## src/rtl/obstacle_lane_engine_pkg.sv

```systemverilog
// Shared definitions for the obstacle lane engine: screen geometry defaults,
// score-to-speed thresholds and lane direction encodings.
package obstacle_lane_engine_pkg;

  localparam int H_VISIBLE_AREA_DEF = 640;
  localparam int TILE_SIZE_DEF      = 32;
  localparam int MAX_X_DEF          = H_VISIBLE_AREA_DEF - TILE_SIZE_DEF;
  localparam int X_WIDTH_DEF        = 10;

  localparam logic [3:0] SCORE_SHIFT1 = 4'd4;
  localparam logic [3:0] SCORE_SHIFT2 = 4'd7;
  localparam logic [3:0] SCORE_SHIFT3 = 4'd10;

  typedef enum logic {
    DIR_FWD = 1'b0,
    DIR_REV = 1'b1
  } dir_e;

  // Each speed level halves the tick period.
  function automatic logic [1:0] score_to_shift(input logic [3:0] score);
    if (score >= SCORE_SHIFT3)      return 2'd3;
    else if (score >= SCORE_SHIFT2) return 2'd2;
    else if (score >= SCORE_SHIFT1) return 2'd1;
    else                            return 2'd0;
  endfunction

endpackage

```

## src/rtl/obstacle_lane_step.sv

```systemverilog
// One obstacle lane: holds its X position and steps it with modular wrap
// across [0, MAX_X) whenever step_en is high.
module obstacle_lane_step
  import obstacle_lane_engine_pkg::*;
#(
  parameter int                 X_WIDTH = X_WIDTH_DEF,
  parameter int                 MAX_X   = MAX_X_DEF,
  parameter logic [3:0]         STEP    = 4'd1,
  parameter logic [X_WIDTH-1:0] RESET_X = '0
) (
  input  logic               i_Clk,
  input  logic               i_Reset,
  input  logic               step_en,
  input  dir_e               dir,
  output logic [X_WIDTH-1:0] x
);

  localparam int XW1 = X_WIDTH + 1;
  localparam logic [X_WIDTH:0] MAX_W  = XW1'(MAX_X);
  localparam logic [X_WIDTH:0] STEP_W = XW1'(STEP);

  logic [X_WIDTH:0] x_w;
  logic [X_WIDTH:0] fwd_sum;
  logic [X_WIDTH:0] next_x;

  // One extra bit keeps X+S and X+MAX_X-S from overflowing before the wrap.
  always_comb begin
    x_w     = {1'b0, x};
    fwd_sum = x_w + STEP_W;
    next_x  = fwd_sum;
    if (dir == DIR_REV) begin
      next_x = (x_w < STEP_W) ? (x_w + MAX_W - STEP_W) : (x_w - STEP_W);
    end else if (fwd_sum >= MAX_W) begin
      next_x = fwd_sum - MAX_W;
    end
  end

  always_ff @(posedge i_Clk) begin
    if (i_Reset) begin
      x <= RESET_X;
    end else if (step_en) begin
      x <= X_WIDTH'(next_x);
    end
  end

endmodule

```

## src/rtl/obstacle_lane_engine.sv

```systemverilog
// N-lane obstacle mover: score-scaled tick prescaler, direction register and
// per-lane wrapped stepping. OBSTACLE_LANE_PAUSE_EN adds i_Pause (hold positions, keep ticking).
module obstacle_lane_engine
  import obstacle_lane_engine_pkg::*;
#(
  parameter int                     NUM_LANES        = 4,
  parameter int                     X_WIDTH          = X_WIDTH_DEF,
  parameter int                     C_BASE_CAR_SPEED = 781250,
  parameter int                     H_VISIBLE_AREA   = H_VISIBLE_AREA_DEF,
  parameter int                     TILE_SIZE        = TILE_SIZE_DEF,
  parameter logic [NUM_LANES*4-1:0] LANE_STEPS       = 16'h1242
) (
  input  logic                           i_Clk,
  input  logic                           i_Reset,
  input  logic                           i_Enable,
  input  logic                           i_Level_Up,
  input  logic [NUM_LANES-1:0]           i_Reverse,
  input  logic [3:0]                     i_Score,
`ifdef OBSTACLE_LANE_PAUSE_EN
  input  logic                           i_Pause,
`endif
  output logic [NUM_LANES*X_WIDTH-1:0]   o_Car_X,
  output logic [NUM_LANES-1:0]           o_Reverse,
  output logic                           o_Tick
);

  localparam int MAX_X = H_VISIBLE_AREA - TILE_SIZE;
  localparam int CNT_W = $clog2(C_BASE_CAR_SPEED);

  logic [CNT_W-1:0] count;
  logic [CNT_W-1:0] count_last;
  logic [1:0]       shift;
  logic             period_end;
  logic             move;

  always_comb begin
    count_last = CNT_W'(C_BASE_CAR_SPEED - 1);
    case (shift)
      2'd0:    count_last = CNT_W'(C_BASE_CAR_SPEED - 1);
      2'd1:    count_last = CNT_W'((C_BASE_CAR_SPEED >> 1) - 1);
      2'd2:    count_last = CNT_W'((C_BASE_CAR_SPEED >> 2) - 1);
      default: count_last = CNT_W'((C_BASE_CAR_SPEED >> 3) - 1);
    endcase
  end

  assign period_end = i_Enable && (count == count_last);

`ifdef OBSTACLE_LANE_PAUSE_EN
  assign move = period_end && !i_Pause;
`else
  assign move = period_end;
`endif

  // Shift is only re-sampled at a period boundary so no period in flight changes length.
  always_ff @(posedge i_Clk) begin
    if (i_Reset) begin
      count     <= '0;
      shift     <= 2'd0;
      o_Tick    <= 1'b0;
      o_Reverse <= '0;
    end else begin
      o_Tick <= period_end;
      if (i_Level_Up) begin
        o_Reverse <= i_Reverse;
      end
      if (i_Enable) begin
        if (period_end) begin
          count <= '0;
          shift <= score_to_shift(i_Score);
        end else begin
          count <= count + CNT_W'(1);
        end
      end
    end
  end

  for (genvar i = 0; i < NUM_LANES; i++) begin : g_lane
    obstacle_lane_step #(
      .X_WIDTH (X_WIDTH),
      .MAX_X   (MAX_X),
      .STEP    (LANE_STEPS[4*i +: 4]),
      .RESET_X (X_WIDTH'((i * TILE_SIZE) % MAX_X))
    ) u_step (
      .i_Clk   (i_Clk),
      .i_Reset (i_Reset),
      .step_en (move),
      .dir     (dir_e'(o_Reverse[i])),
      .x       (o_Car_X[i*X_WIDTH +: X_WIDTH])
    );
  end

endmodule

```

## config.mk

```make
export PLATFORM = sky130hd
export DESIGN_NAME = obstacle_lane_engine
export DESIGN_NICKNAME = d
export VERILOG_FILES = /design/src/rtl/obstacle_lane_engine_pkg.sv /design/src/rtl/obstacle_lane_step.sv /design/src/rtl/obstacle_lane_engine.sv
export SDC_FILE = /design/constraint.sdc
export NUM_CORES = 1
export LEC_CHECK = 0
export CAP_MARGIN = 20
export CORE_ASPECT_RATIO = 0.8
export CORE_MARGIN = 10
export CORE_UTILIZATION = 40
export DETAILED_ROUTE_END_ITERATION = 6
export PLACE_DENSITY = 0.68
export SLEW_MARGIN = 20
export SYNTH_ARGS = -nofsm -noshare
export SYNTH_HDL_FRONTEND = slang
export SYNTH_SLANG_ARGS = --single-unit
```

## constraint.sdc

```tcl
create_clock -name i_Clk -period 6.43 [get_ports i_Clk]
set_input_delay 0.9645 -clock i_Clk [delete_from_list [all_inputs] [get_ports i_Clk]]
set_output_delay 0.9645 -clock i_Clk [all_outputs]
set_load 0.005 [all_outputs]
```

==> metrics, run 1 <==
global placement routability congestion=0.9431; Syn Inst Count=732; FF/Latch Area=0.001261 mm^2; Setup Buffers After CTS=0; Crit. End Element=flop; wire per inst=16.03 um; status=completed; Final Critical Period=3.913 ns; library cells used by synthesis=87; Seq/Total Area, Yosys=23.24%; Area Growth Syn to Fin=12.96%; Setup crit start kind=input pin; fillers=1296; Post-synth EDFFs=0; Final Hold Fails=0; initial antenna violation count=0; share of layout cells above drive strength 1=6.199%; VDD IR-drop max=0.1374 mV; Max Cap Viol=0; Critical Setup Path Class=input pin to flop; largest net degree at the start of global routing=43; unrepaired setup endpoints after global routing=false; Final nets=763; count of cells resized by post-cts repair=0; Detail Route Antenna Nets=0; first-pass GRT wire length=24740 um; core region area=0.01306 mm^2; Die Y=124.2 um; post-synthesis async set-or-reset flop share=0%; Inserted Diodes=0; worst slew pin tran=0.8237 ns; Ports=57; Total GRT Usage=15.71%; final setup violation count=0; clk buf depth=2; R2R Setup Slk=3.13 ns; area of the multi-input gates=0.003700 mm^2; vias per inst=5.856; crit path DAT=4.17 ns; Root Buffer=clkbuf_16; PwrDens=156.3 mW/mm^2; hold buffer count at cts=0; top-area cell type share of the netlist area=23.24%; clk_lat worst skew=0.33 ns; hold crit path type=flop to flop; total number of vias=5370; CTS tree=yes; DIE WIDTH=150.2 um; crit-path max FO=22; drt first pass iters=5; number of cell rows=37; Slew Limit Headroom=45.01%; Pleak=2.045 nW; Synth area leader=dfxtp_1; setup TNS=0 ns; Avg Inst Size Synth=7.415 um^2; vias in the first global route=5082; initial detailed-routing violation count=482; #FFs+latches synth=63; most numerous cell in the Yosys netlist=nor2_1; CTS clock-pin slew for the worst setup and hold paths=0.06 ns; Main synth FF type=dfxtp_1; YS warnings=0; Finished Core Util=46.96%; Synth Cell Area=0.005428 mm^2; Required @ worst endpoint=6.68 ns; most common library cells after synthesis=nor2_1, nand2_1, dfxtp_1, a21oi_1, o21ai_0; Tcrit/Tclk final=60.86%; total gr overflow=0; Slew Viols, Final=0; H-Tree Depth=3; Fmax=255.5 MHz; Initial Utilization=41.58%; drt drc=0; CTS sink count=63; Post-Route WL=14700 um; most area-consuming cells after synthesis=dfxtp_1, nor2_1, nand2_1, a21oi_1, xnor2_1; Num CTS Buffers=9; Max Clock Skew=0.008393 ns; post-DP HPWL=10470 um; Port Buffer Count=52; die area=0.01866 mm^2
## layout by cell type, fill, tap and decap left out, types with 6 or more instances in the layout
cell and n:
inv_1 27, a31oi_1 18, nor2_1 78, mux2i_1 19
dfxtp_1 63, nor3_1 29, xor2_1 17, or3_1 13
o21a_1 8, o21ai_1 7, a21oi_1 44, nand3_1 27
clkdlybuf4s50_1 52, nand2b_1 13, xnor2_1 25, nand4_1 13
a211oi_1 7, ha_1 14, nor2b_1 10, o21ai_0 32
clkbuf_16 9, o22ai_1 11, o211ai_1 6, nand2_1 64
nor4_1 7
## through the flow
stage	hold slack, ns	power [mW]	cell area [um^2]	cells	setup slack (ns)
6_report	0.5250	0.9583	6131	917	2.517
5_1_grt	0.5797	0.9908	6131	917	2.157
4_1_cts	0.5277	0.9696	6131	917	2.597
3_5_place_dp	0.5177	0.4496	5817	901	2.258
3_3_place_gp	0.5059	0.4485	5817	901	2.395
2_1_floorplan	0.4843	0.4367	5439	735	3.601
## final timing paths
kind / depth (start not counted) / end / from
max: 8 / g_lane[3].u_step.x[5] / i_Enable
min: 2 / count[1] / count[1]
max reg2reg: 7 / g_lane[3].u_step.x[5] / shift[0]
min reg2reg: 2 / count[1] / count[1]
## state kept, by name (all words and copies together) (netlist names)
| register | flops |
|---|---|
| g_lane.u_step.x | 36 |
| count | 20 |
| o_Reverse | 4 |
| shift | 2 |
| o_Tick | 1 |
## final cells by class
cell class                      instances  area share, %
Clock inverter                          6          1.388
Sequential cell                        63          20.57
Clock buffer                           10          3.735
Timing Repair Buffer                   54          8.735
Tap cell                              175          3.571
Inverter                               27          1.653
Multi-Input combinational cell        582          60.35
## routing by layer
metal	up-vias	GRT usage [%]	part of all wire [%]
met5	-	0	0
met3	19	2.827	5.5
met1	2507	20.92	47
li1	2655	-	-
met2	189	25.50	46
met4	0	4.606	1.4
## worst max-delay path: stages
cell and delay (ns):
clkdlybuf4s50_1 0.63, and4_1 0.23, o21ai_1 0.07, a2111oi_0 0.48, nand4b_1 0.68, nand2_1 0.88, nor2_1 0.10, a21oi_1 0.14
## logic make-up after synthesis
kind of cell             synth area share (%)
AO/OA/AOI/OAI                           24.11
other                                 0.06909
buffers and inverters                   8.806
XOR/XNOR                                6.777
flip-flops                              23.24
AND/OR/NAND/NOR                         28.88
multiplexers                            4.887
adder cells (fa/ha/maj)                 3.227
## power by group
group	leakage (nW)	internal, mW	switching [mW]
clock	0.148	0.338	0.179
sequential	0.509	0.393	0.00922
combinational	1.39	0.0193	0.0198
Power figures use the tool's default switching activity.
==> run 2: changes to the inputs <==
Clock period 6.43 ns to 4 ns, I/O delays scaled along.
==> run 2 against run 1 <==
Critical path depth is 2 higher. Clock-buffer cell count stayed put. Global-route usage hardly changed. Core utilization is 0.15 points lower. Design area is 0.33% lower. Worst hold slack better by 0.0046 ns. Setup slack worse by 1.7 ns. Clock skew is 0.0014 ns lower. Flip-flop and latch count stayed put. Cell count is 0.11% higher. Non-clock buffer count is 2 higher. Critical endpoint is now g_lane[2].u_step.x[5].
==> metrics, run 2 (synthesis gave the netlist of run 1 again) <==
status=completed; Final Hold Fails=0; share of layout cells above drive strength 1=6.326%; Largest regs=g_lane.u_step.x (36), count (20), o_Reverse (4); Post-Route WL=14750 um; H-Tree Depth=3; largest register by flop count=g_lane.u_step.x; wire per inst=16.07 um; Final Critical Period=3.174 ns; Ports=57; count of cells resized by post-cts repair=0; slowest cell on the critical path=dfxtp_1; drt drc=0; crit-path max FO=12; initial antenna violation count=0; hold buffer count at cts=0; commonest cells after routing, fill and taps aside=nor2_1, nand2_1, dfxtp_1; worst slew pin tran=0.7484 ns; Setup Buffers After CTS=0; Num CTS Buffers=9; Detail Route Antenna Nets=0; Die Y=124.2 um; Fmax=315.0 MHz; global placement routability congestion=0.9486; Final nets=765; clk_lat worst skew=0.33 ns; Slew Limit Headroom=48.81%; Inserted Diodes=0; post-DP HPWL=10580 um; initial detailed-routing violation count=396; vias in the first global route=5012; vias per inst=5.874; clk buf depth=2; die area=0.01866 mm^2; number of cell rows=37; Port Buffer Count=52; Area Growth Syn to Fin=12.59%; Required @ worst endpoint=4.19 ns; PwrDens=239.7 mW/mm^2; VDD IR-drop max=0.1490 mV; Max Clock Skew=0.006960 ns; Crit. End Element=flop; Pleak=2.050 nW; CTS clock-pin slew for the worst setup and hold paths=0.05 ns; fillers=1292; max reg flops=36; crit path DAT=3.37 ns; total gr overflow=0; Cell Chain, Critical Path=nand2_1 -> o21a_1 -> or2_2 -> ha_1 -> nor4b_1 -> a2bb2oi_1 -> o21a_1 -> or4_1 -> o211ai_1 -> o22ai_1; Initial Utilization=41.58%; drt first pass iters=5; first-pass GRT wire length=24610 um; commonest non-fill, non-tap cell in the layout=nor2_1; core region area=0.01306 mm^2; unrepaired setup endpoints after global routing=false; setup TNS=0 ns; hold crit path type=flop to flop; cell family with most CP delay=simple AND/OR/NAND/NOR gates; Critical Setup Path Class=flop to flop; DIE WIDTH=150.2 um; critical path's most frequent cell=o21a_1; final setup violation count=0; total number of vias=5392; largest net degree at the start of global routing=48; Finished Core Util=46.81%; Root Buffer=clkbuf_16; Tcrit/Tclk final=79.35%; Buf+Inv Stages, Crit Path=0; CP peak stage delay=0.58 ns; Max Cap Viol=0; CTS tree=yes; Total GRT Usage=15.70%; CTS sink count=63; Setup crit start kind=flop; Slew Viols, Final=0
[run 2: final cells by class]
class	count	area (um^2)	area share, %
Sequential cell	63	1261	20.64
Timing Repair Buffer	56	550.5	9.009
Inverter	27	101.3	1.658
Multi-Input combinational cell	582	3700	60.54
Clock inverter	5	50.05	0.8190
Clock buffer	10	229.0	3.747
Tap cell	175	219.0	3.583
[run 2: worst paths after layout]
check,startpoint,endpoint,slack (ns),cells after the start
setup reg to reg,g_lane[2].u_step.x[5],g_lane[2].u_step.x[5],0.83,10
setup / recovery,g_lane[2].u_step.x[5],g_lane[2].u_step.x[5],0.83,10
hold / removal,count[1],count[1],0.53,2
hold reg to reg,count[1],count[1],0.53,2
[run 2: layer usage]
metal	wire length, um	global-route usage, %	vias to the layer above
met5	0	0	-
met2	6779	25.52	176
met3	945	3.951	17
li1	-	-	2654
met4	125	3.758	0
met1	6900	20.52	2545
[run 2: power by group]
part / switching (mW) / internal (mW)
combinational: 0.0328 / 0.0310
clock: 0.280 / 0.474
sequential: 0.0145 / 0.632
[run 2: metrics by stage]
step | instances | setup WS, ns | hold slack (ns) | area, um^2 | total power, mW
after floorplan | 735 | 1.171 | 0.4843 | 5439 | 0.7019
after global placement | 903 | 0.7120 | 0.5061 | 5832 | 0.7216
after detailed placement | 903 | 0.6109 | 0.5219 | 5832 | 0.7232
after CTS | 918 | 0.8570 | 0.5319 | 6111 | 1.474
after global routing | 918 | 0.5420 | 0.5540 | 6111 | 1.510
final | 918 | 0.8258 | 0.5296 | 6111 | 1.465
[run 2: worst register-to-register path, cell delays in order (launching register included)]
cell	delay, ns
dfxtp_1	0.58
nand2_1	0.24
o21a_1	0.23
or2_2	0.31
ha_1	0.26
nor4b_1	0.34
a2bb2oi_1	0.19
o21a_1	0.28
or4_1	0.41
o211ai_1	0.13
o22ai_1	0.09
